`config.mk`:
```
export PLATFORM = sky130hd
export DESIGN_NAME = psg_audio_mixer
export DESIGN_NICKNAME = d
export VERILOG_FILES = /design/src/rtl/psg_audio_pkg.sv /design/src/rtl/psg_lp1.sv /design/src/rtl/psg_audio_mixer.sv
export SDC_FILE = /design/constraint.sdc
export NUM_CORES = 1
export LEC_CHECK = 0
export ABC_AREA = 1
export CAP_MARGIN = 0
export CORE_MARGIN = 4
export CORE_UTILIZATION = 50
export CTS_CLUSTER_DIAMETER = 40
export CTS_CLUSTER_SIZE = 24
export DETAILED_ROUTE_END_ITERATION = 7
export HOLD_SLACK_MARGIN = 0.1
export PLACE_DENSITY = 0.68
export SLEW_MARGIN = 25
export SYNTH_ARGS = -nofsm -noshare
export SYNTH_HDL_FRONTEND = slang
export SYNTH_SLANG_ARGS = --single-unit
export TNS_END_PERCENT = 30
```
`constraint.sdc`:
```
create_clock -name CLK -period 9.5 [get_ports CLK]
set_clock_uncertainty 0.2 [all_clocks]
set_input_delay 1.425 -clock CLK [delete_from_list [all_inputs] [get_ports CLK]]
set_output_delay 1.425 -clock CLK [all_outputs]
set_load 0.005 [all_outputs]
```
`src/rtl/psg_audio_pkg.sv`:
```
// Shared types and helpers for the PSG audio mixer.
// Contents: stereo mode / FSM state enums, mix/lowpass/DC-blocker sample
// types, and the 16-bit signed saturation helper.
package psg_audio_pkg;

  localparam int unsigned MIX_W = 10;  // 3 x 8-bit levels, max 765
  localparam int unsigned LP_W  = 18;  // 10.8 unsigned lowpass state
  localparam int unsigned DC_W  = 20;  // signed, 8 fraction bits
  localparam int unsigned AUD_W = 16;

  typedef enum logic [1:0] {
    MONO = 2'd0,
    ABC  = 2'd1,
    ACB  = 2'd2
  } stereo_mode_e;

  typedef enum logic [1:0] {
    S_IDLE   = 2'd0,
    S_CALC_L = 2'd1,
    S_CALC_R = 2'd2,
    S_OUT    = 2'd3
  } fsm_state_e;

  typedef logic        [MIX_W-1:0] mix_t;
  typedef logic        [LP_W-1:0]  lp_t;
  typedef logic signed [DC_W-1:0]  dc_t;
  typedef logic signed [AUD_W-1:0] aud_t;

  // Clamp a wide signed value into the 16-bit signed range.
  function automatic aud_t sat16(input logic signed [31:0] v);
    if (v > 32'sd32767) begin
      return 16'sh7fff;
    end else if (v < -32'sd32768) begin
      return 16'sh8000;
    end
    return aud_t'(v);
  endfunction

endpackage

```
`src/rtl/psg_lp1.sv`:
```
// One-pole lowpass: lp += (x - lp) >>> LP_SHIFT, x = {mix, 8'b0}.
// Ports: CLK, RESET_N (async, active low), CE (update strobe),
//        mix_i (10-bit unsigned input), lp_o (18-bit 10.8 state).
module psg_lp1
  import psg_audio_pkg::*;
#(
  parameter int unsigned LP_SHIFT = 4
) (
  input  logic CLK,
  input  logic RESET_N,
  input  logic CE,
  input  mix_t mix_i,
  output lp_t  lp_o
);

  lp_t lp_q, lp_d;
  logic signed [LP_W:0] x_s, lp_s, diff_s, sum_s;

  // Signed 19-bit update; the result never leaves the unsigned 18-bit range.
  always_comb begin
    x_s    = $signed({1'b0, mix_i, 8'h00});
    lp_s   = $signed({1'b0, lp_q});
    diff_s = x_s - lp_s;
    sum_s  = lp_s + (diff_s >>> LP_SHIFT);
    lp_d   = lp_q;
    if (CE) begin
      lp_d = lp_t'(sum_s);
    end
  end

  always_ff @(posedge CLK or negedge RESET_N) begin
    if (!RESET_N) begin
      lp_q <= '0;
    end else begin
      lp_q <= lp_d;
    end
  end

  assign lp_o = lp_q;

endmodule

```
`src/rtl/psg_audio_mixer.sv`:
```
// PSG audio mixer: three 8-bit channel levels -> signed 16-bit stereo sample.
// Mix (mono/ABC/ACB) and lowpass run on CE; a shared DC blocker and the
// output stage run once per accepted SAMPLE_CE via a 4-state sequencer.
// Ports: CLK, RESET_N (async, active low), CE, CH_A/CH_B/CH_C, STEREO, MUTE,
//        SAMPLE_CE in; AUDIO_L/AUDIO_R, SAMPLE_VALID, OVERRUN out.
module psg_audio_mixer
  import psg_audio_pkg::*;
#(
  parameter int unsigned LP_SHIFT  = 4,
  parameter int unsigned DC_SHIFT  = 10,
  parameter int unsigned OUT_SHIFT = 5,
  parameter bit          DC_EN     = 1'b1
) (
  input  logic              CLK,
  input  logic              RESET_N,
  input  logic              CE,
  input  logic [7:0]        CH_A,
  input  logic [7:0]        CH_B,
  input  logic [7:0]        CH_C,
  input  logic [1:0]        STEREO,
  input  logic              MUTE,
  input  logic              SAMPLE_CE,
  output logic signed [15:0] AUDIO_L,
  output logic signed [15:0] AUDIO_R,
  output logic              SAMPLE_VALID,
  output logic              OVERRUN
);

  mix_t       ch_a_w, ch_b_w, ch_c_w;
  mix_t       mix_l_q, mix_r_q, mix_l_d, mix_r_d;
  lp_t        lp_l, lp_r;
  fsm_state_e state_q, state_d;
  lp_t        xl_q, xl_d, xr_q, xr_d;
  lp_t        xl_prev_q, xl_prev_d, xr_prev_q, xr_prev_d;
  dc_t        yl_q, yl_d, yr_q, yr_d;
  aud_t       audio_l_q, audio_l_d, audio_r_q, audio_r_d;
  logic       valid_q, valid_d;
  logic       overrun_c;
  lp_t        x_sel, xp_sel;
  dc_t        y_sel, y_new, src_l, src_r;

  // Integer part of a filter value, scaled and saturated to 16 bits.
  function automatic aud_t scale_out(input dc_t v);
    logic signed [31:0] t;
    t = 32'(v);
    t = (t >>> 8) <<< OUT_SHIFT;
    return sat16(t);
  endfunction

  // Channel mix per panning mode; STEREO = 3 falls back to mono.
  always_comb begin
    ch_a_w  = mix_t'(CH_A);
    ch_b_w  = mix_t'(CH_B);
    ch_c_w  = mix_t'(CH_C);
    mix_l_d = ch_a_w + ch_b_w + ch_c_w;
    mix_r_d = mix_l_d;
    case (STEREO)
      ABC: begin
        mix_l_d = (ch_a_w << 1) + ch_b_w;
        mix_r_d = (ch_c_w << 1) + ch_b_w;
      end
      ACB: begin
        mix_l_d = (ch_a_w << 1) + ch_c_w;
        mix_r_d = (ch_b_w << 1) + ch_c_w;
      end
      default: ;
    endcase
  end

  always_ff @(posedge CLK or negedge RESET_N) begin
    if (!RESET_N) begin
      mix_l_q <= '0;
      mix_r_q <= '0;
    end else if (CE) begin
      mix_l_q <= mix_l_d;
      mix_r_q <= mix_r_d;
    end
  end

  psg_lp1 #(.LP_SHIFT(LP_SHIFT)) u_lp_l (
    .CLK     (CLK),
    .RESET_N (RESET_N),
    .CE      (CE),
    .mix_i   (mix_l_q),
    .lp_o    (lp_l)
  );

  psg_lp1 #(.LP_SHIFT(LP_SHIFT)) u_lp_r (
    .CLK     (CLK),
    .RESET_N (RESET_N),
    .CE      (CE),
    .mix_i   (mix_r_q),
    .lp_o    (lp_r)
  );

  // Shared DC-blocker datapath: right channel in CALC_R, left otherwise.
  always_comb begin
    x_sel  = (state_q == S_CALC_R) ? xr_q      : xl_q;
    xp_sel = (state_q == S_CALC_R) ? xr_prev_q : xl_prev_q;
    y_sel  = (state_q == S_CALC_R) ? yr_q      : yl_q;
    y_new  = dc_t'({2'b00, x_sel}) - dc_t'({2'b00, xp_sel}) + y_sel
             - (y_sel >>> DC_SHIFT);
    src_l  = DC_EN ? yl_q  : dc_t'({2'b00, xl_q});
    src_r  = DC_EN ? y_new : dc_t'({2'b00, xr_q});
  end

  // Sequencer. The output registers load on entry to OUT so AUDIO_L/R and
  // SAMPLE_VALID are visible during the OUT cycle. OVERRUN is decoded
  // directly so it flags the very cycle of the dropped request.
  always_comb begin
    state_d   = state_q;
    xl_d      = xl_q;
    xr_d      = xr_q;
    xl_prev_d = xl_prev_q;
    xr_prev_d = xr_prev_q;
    yl_d      = yl_q;
    yr_d      = yr_q;
    audio_l_d = audio_l_q;
    audio_r_d = audio_r_q;
    valid_d   = 1'b0;
    overrun_c = SAMPLE_CE && (state_q != S_IDLE);
    case (state_q)
      S_IDLE: begin
        if (SAMPLE_CE) begin
          xl_d    = lp_l;
          xr_d    = lp_r;
          state_d = S_CALC_L;
        end
      end
      S_CALC_L: begin
        yl_d      = y_new;
        xl_prev_d = xl_q;
        state_d   = S_CALC_R;
      end
      S_CALC_R: begin
        yr_d      = y_new;
        xr_prev_d = xr_q;
        audio_l_d = MUTE ? '0 : scale_out(src_l);
        audio_r_d = MUTE ? '0 : scale_out(src_r);
        valid_d   = 1'b1;
        state_d   = S_OUT;
      end
      S_OUT: begin
        state_d = S_IDLE;
      end
      default: state_d = S_IDLE;
    endcase
  end

  always_ff @(posedge CLK or negedge RESET_N) begin
    if (!RESET_N) begin
      state_q   <= S_IDLE;
      xl_q      <= '0;
      xr_q      <= '0;
      xl_prev_q <= '0;
      xr_prev_q <= '0;
      yl_q      <= '0;
      yr_q      <= '0;
      audio_l_q <= '0;
      audio_r_q <= '0;
      valid_q   <= 1'b0;
    end else begin
      state_q   <= state_d;
      xl_q      <= xl_d;
      xr_q      <= xr_d;
      xl_prev_q <= xl_prev_d;
      xr_prev_q <= xr_prev_d;
      yl_q      <= yl_d;
      yr_q      <= yr_d;
      audio_l_q <= audio_l_d;
      audio_r_q <= audio_r_d;
      valid_q   <= valid_d;
    end
  end

  assign AUDIO_L      = audio_l_q;
  assign AUDIO_R      = audio_r_q;
  assign SAMPLE_VALID = valid_q;
  assign OVERRUN      = overrun_c;

endmodule

```
==> results of run 1 <==
[synth_stat cells, drive strengths merged (11+ instances only)]
library cell	number
xnor2	29
nand3	100
nor3	15
a21oi	146
a21o	11
dfrtp	194
clkbuf	50
nand4	25
nand2	629
nor2	125
o21bai	16
buf	12
fa	34
a31oi	16
xor2	32
o21ai	202
ha	128
inv	231
[sequential cells by signal (all words and copies together), names as in the netlist, 10 cells and up]
| signal | count |
|---|---|
| AUDIO_L | 12 |
| xr_prev_q | 18 |
| xr_q | 18 |
| yr_q | 20 |
| xl_prev_q | 18 |
| xl_q | 18 |
| mix_l_q | 10 |
| u_lp_l.lp_o | 18 |
| AUDIO_R | 12 |
| u_lp_r.lp_o | 18 |
| src_l | 20 |
[cell families (layout without fill, tap and decap cells)]
family	after synthesis	after routing	synth area share, %
flops	194	194	32.1
buf+inv	294	336	7.58
fa+ha+maj	162	162	15.1
xor+xnor	61	61	3.58
mux	8	8	0.530
simple gates	916	916	25.3
compound gates	431	431	15.8
[cell usage in the layout, fill, tap and decap left out, types with 3 or more instances in the layout]
cell	Yosys	layout
a21boi_0	7	7
a21o_1	11	11
a21oi_1	142	142
a21oi_2	3	3
a22o_1	5	5
a31oi_1	16	16
and2_1	4	4
buf_4	8	6
clkbuf_16	0	17
clkdlybuf4s50_1	0	62
clkinv_4	0	5
dfrtp_1	194	194
fa_1	34	34
ha_1	128	127
inv_1	227	227
inv_2	4	4
mux2i_1	8	8
nand2_1	621	620
nand2_2	7	7
nand3_1	92	92
nand3_2	8	8
nand3b_1	7	7
nand4_1	24	24
nor2_1	117	117
nor2_2	8	8
nor3_1	12	12
nor3_2	3	3
nor4_1	3	3
o211ai_1	6	6
o21a_1	3	3
o21ai_0	176	176
o21ai_1	19	19
o21ai_2	7	7
o21bai_1	16	16
o22ai_1	10	10
o31ai_1	5	5
or2_2	6	6
xnor2_1	29	29
xor2_1	31	31
[metal layers]
| metal | share of wire (%) | GRT usage (%) |
|---|---|---|
| met5 | 0 | 0 |
| met4 | 1.8 | 5.97 |
| met3 | 3.2 | 2.76 |
| met2 | 48 | 41.1 |
| met1 | 47 | 34.2 |
[worst max-delay path by stage]
stage | startpoint | endpoint | slack, ns | depth (start not counted)
floorplan | state_q[0]$_DFFE_PN0P_ | AUDIO_R[5]$_DFFE_PN0P_ | 4.10 | 29
global placement | state_q[0]$_DFFE_PN0P_ | AUDIO_R[6]$_DFFE_PN0P_ | 3.34 | 27
detailed placement | state_q[0]$_DFFE_PN0P_ | AUDIO_R[6]$_DFFE_PN0P_ | 3.18 | 27
CTS | state_q[0]$_DFFE_PN0P_ | AUDIO_R[6]$_DFFE_PN0P_ | 3.10 | 27
global route | state_q[0]$_DFFE_PN0P_ | AUDIO_R[12]$_DFFE_PN0P_ | 2.51 | 27
finish | state_q[0]$_DFFE_PN0P_ | AUDIO_R[6]$_DFFE_PN0P_ | 3.06 | 26
[cell type report]
type	count	share of cell area, %
Clock buffer	19	2.66
Clock inverter	13	0.767
Inverter	232	5.23
Multi-Input combinational cell	1578	54.9
Sequential cell	194	29.2
Tap cell	390	2.93
Timing Repair Buffer	72	4.35
[metrics by stage]
stage                     std cells  cell area, um2
after CTS                      2497           16600
after global placement         2465           16000
final                          2498           16600
after global routing           2498           16600
after detailed placement       2465           16000
after floorplan                2066           15100
[tightest hold or removal path, cell delays in order, from the launching register on]
cell     delay, ns
dfrtp_1       0.34
nand2_1       0.05
nand2_1       0.05
==> metrics, run 1 <==
max_slew headroom 50.1%; r2r endpoint AUDIO_R[6]$_DFFE_PN0P_; HP Class flip-flop to flip-flop; Ant. Diodes 0; Post-synth EDFFs 0; slowest stage delay, CP 0.58 ns; Vert. Die Dim 182 um; Max-Cap Viols 0; global-route wire length before repair 66,500 um; CP endpoint kind flip-flop; Die W between 150 and 200 um; layout cell share with drive strength beyond 1 4.51%; Core ar. 0.0297 mm2; Async SR Flop Fraction 100%; CTS root buffer clkbuf_16; Worst Hold End xl_prev_q[6]$_DFFE_PN0N_; DP Worst Slack 3.18 ns; IO Count 65; syn_area_per_cell 7.32 um2; Startpoint Class flip-flop; H-tree depth 4; vias in the first global route 13,000; largest area contributor in the netlist dfrtp_1; Layout fillers 2,903; CP top delay family adder cells; Resized cells post-CTS 0; Netlist cell types 50; Fin. Hold Viols 0; status finished clean; #FFs+latches synth between 150 and 200; CTS tree done; GR Overflow Total 0; Total Wirelength 39,800 um; hold slack 0.269 ns; clk buf depth 2; die footprint 0.0331 mm2; DRT iter0 DRCs 818; multi-input logic area between 0.009 and 0.01 mm2; initial antenna violation count 0; port bufs 64; per-cell routed wire length 15.9 um; GRT Util Overall roughly 25%; reg2reg start state_q[0]$_DFFE_PN0P_; area grow syn2layout 10.1%; CTS Buf Count 17; Synth Flop Type dfrtp_1; worst r2r path cells 26; most used cell, CP inv_1; Worst-Margin Slew ~0.73 ns; crit share post-route between 60% and 70%; unrepaired setup endpoints after global routing no; critical path's slowest cell ha_4; drt pass-1 iters 5; synth warn 0; Clock transition at path regs 0.08 ns; crit path max fanout 73; Mapped Cells 2,066; critical path class flip-flop to flip-flop; setup TNS 0 ns; f_max about 160 MHz; vias per cell 5.42; part of the Yosys area used for sequential elements around a third; largest net degree at the start of global routing 118; WP buf/inv 7; worst reg-to-reg setup slack 3.06 ns; hold path depth 2; Post-Syn Area about 0.015 mm2; Post-DP HPWL 31,300 um; remaining antenna violation count 0; Skew-Pair Late Insertion Delay 0.46 ns; Synth area leaders dfrtp_1 (32%), nand2_1 (15%), ha_1 (11%); min Tclk post-route 6.44 ns; Hold Buf Count CTS 0; Synth top area share 32.1%; worst hold path startpoint xl_prev_q[6]$_DFFE_PN0N_; FP Rows 63; vias roughly 14,000; clock sink count 194; post-layout util 56.0%; post-CTS setup buffers 0; Initial Util 50.9%; final setup violation count 0; GPL Wtd Cong 0.929; Data arrival, critical path approximately 6.6 ns; DRC 0; max-slew violation count 0; Final Net Count 2,288; FF+latch area 0.00485 mm2; Worst EP required 9.69 ns; Post-Synthesis Net Count 2,259; PnR worst setup slack between 3 and 4 ns
Power of run 1 is left out: the tool's default activity adds up to more than one toggle a clock period on the data nets, which glitch-free logic cannot reach.
==> inputs of run 2 (changes only) <==
--- a/config.mk
+++ b/config.mk
@@ -13,7 +13,7 @@
 export CTS_CLUSTER_SIZE = 24
 export DETAILED_ROUTE_END_ITERATION = 7
 export HOLD_SLACK_MARGIN = 0.1
-export PLACE_DENSITY = 0.68
+export PLACE_DENSITY = 0.7
 export SLEW_MARGIN = 25
 export SYNTH_ARGS = -nofsm -noshare
 export SYNTH_HDL_FRONTEND = slang
==> constraint.sdc (replaced) <==
create_clock -name CLK -period 5.3 [get_ports CLK]
set_clock_uncertainty 0.2 [all_clocks]
set_input_delay 0.795 -clock CLK [delete_from_list [all_inputs] [get_ports CLK]]
set_output_delay 0.795 -clock CLK [all_outputs]
set_load 0.005 [all_outputs]
==> run 2 against run 1 <==
Non-clock buffer count is 45 higher. Global-route usage is 0.091 points lower. Sequential share of layout area fell by 1.2 points. Die area did not move. Worst setup slack got worse by 2.8 ns. Count of clock-buffer cells in the layout is 1 higher. Critical path depth up 5. First-iteration DRC count increased by 5.6%. Maximum frequency increased by 27%. Cell area grew 4.3%. Worst hold slack worse by 0.13 ns. Critical endpoint is now AUDIO_R[5]$_DFFE_PN0P_.
==> metrics, run 2 (synthesis gave the netlist of run 1 again) <==
Worst-Margin Slew 0.868 ns; IO Count 65; clk buf depth 2; setup TNS 0 ns; Final Net Count approximately 2,300; DRT iter0 DRCs 864; Max-Cap Viols 0; Data arrival, critical path 5.24 ns; critical path's slowest cell fa_1; drt pass-1 iters 5; Die W 182 um; final setup violation count 0; DP Worst Slack -0.0785 ns; Clock transition at path regs 0.08 ns; Total Wirelength 41,300 um; remaining antenna violation count 0; vias in the first global route 13,500; Fin. Hold Viols 0; vias per cell 5.50; Post-DP HPWL 31,300 um; status finished clean; HP Class primary input to asynchronous set/reset pin; per-cell routed wire length 16.2 um; Skew-Pair Late Insertion Delay 0.45 ns; unrepaired setup endpoints after global routing no; CTS root buffer clkbuf_16; Vert. Die Dim about 180 um; PnR worst setup slack 0.249 ns; Initial Util between 50 and 60%; vias 14,000; Worst EP required 5.49 ns; GR Overflow Total 0; most used cell, CP nand2_1; max-slew violation count 0; FP Rows 63; slowest stage delay, CP 0.48 ns; commonest non-fill, non-tap cell in the layout nand2_1; min Tclk post-route 5.05 ns; largest net degree at the start of global routing 129; CTS Buf Count 17; layout cell share with drive strength beyond 1 9.10%; global-route wire length before repair 67,200 um; CP endpoint kind flip-flop; area grow syn2layout 14.9%; Ant. Diodes 0; clock sink count 194; port bufs 64; fin area 0.0174 mm2; DRC 0; max_slew headroom between 40% and 50%; H-tree depth 4; die footprint 0.0331 mm2; Hold Buf Count CTS 0; GRT Util Overall 24.4%; Layout fillers roughly 2,800; Startpoint Class flip-flop; f_max ~200 MHz; initial antenna violation count 0; Core ar. 0.0297 mm2; CTS tree done; critical path class flip-flop to flip-flop; most frequent cells in the layout nand2_1 (613), inv_1 (222), dfrtp_1 (194); placed inst area 0.0162 mm2; crit path max fanout 16; GPL Wtd Cong 0.968; crit share post-route 95.3%
run 2: metrics by stage:
step,utilization (%),instances,hold WS (ns)
5_1_grt,58.4,2544,0.182
3_3_place_gp,54.5,2483,0.249
4_1_cts,56.6,2516,0.164
3_5_place_dp,54.5,2483,0.255
2_1_floorplan,-,2066,0.237
6_report,58.4,2544,0.141
run 2: final timing paths:
| kind | from | endpoint | slack [ns] | cells past startpoint |
|---|---|---|---|---|
| setup / recovery | state_q[0]$_DFFE_PN0P_ | AUDIO_R[5]$_DFFE_PN0P_ | 0.25 | 31 |
| hold / removal | RESET_N | src_l[4]$_DFFE_PN0N_ | 0.14 | 1 |
| setup reg to reg | state_q[0]$_DFFE_PN0P_ | AUDIO_R[5]$_DFFE_PN0P_ | 0.25 | 31 |
| hold reg to reg | xl_prev_q[17]$_DFFE_PN0N_ | xl_prev_q[17]$_DFFE_PN0N_ | 0.27 | 2 |
| max in group asynchronous | RESET_N | mix_r_q[9]$_DFFE_PN0P_ | 3.69 | 2 |
| min in group CLK | xl_prev_q[17]$_DFFE_PN0N_ | xl_prev_q[17]$_DFFE_PN0N_ | 0.27 | 2 |
run 2: area by class of cell:
cell class | count | area [um2] | share of cell area, %
Inverter | 232 | 876 | 5.04
Tap cell | 390 | 488 | 2.81
Multi-Input combinational cell | 1579 | 9430 | 54.3
Clock inverter | 12 | 116 | 0.670
Timing Repair Buffer | 117 | 1130 | 6.51
Sequential cell | 194 | 4850 | 28.0
Clock buffer | 20 | 467 | 2.69
run 2: per-layer routing:
| metal | vias to the layer above | part of all wire [%] | track usage [%] |
|---|---|---|---|
| li1 | 6926 | - | - |
| met1 | 6630 | 45 | 32.9 |
| met2 | 364 | 48 | 41.9 |
| met3 | 68 | 4.3 | 2.58 |
| met4 | 0 | 2.4 | 7.05 |
| met5 | - | 0 | 0 |
run 2: what timing repair did:
item	CTS	global route
setup buffers	0	25
cloned	1	3
resized for setup	2	64
endpoints found under the setup margin	10	11
pin swaps	1	25
run 2: critical path: cells and delay by family, from the launching register on:
family / cells / cell delay (ns)
fa+ha+maj: 5 / 1.58
buf+inv: 6 / 0.55
flops: 1 / 0.40
simple gates: 14 / 1.32
xor+xnor: 1 / 0.15
compound gates: 5 / 0.79
Power of run 2 is left out for the same reason.
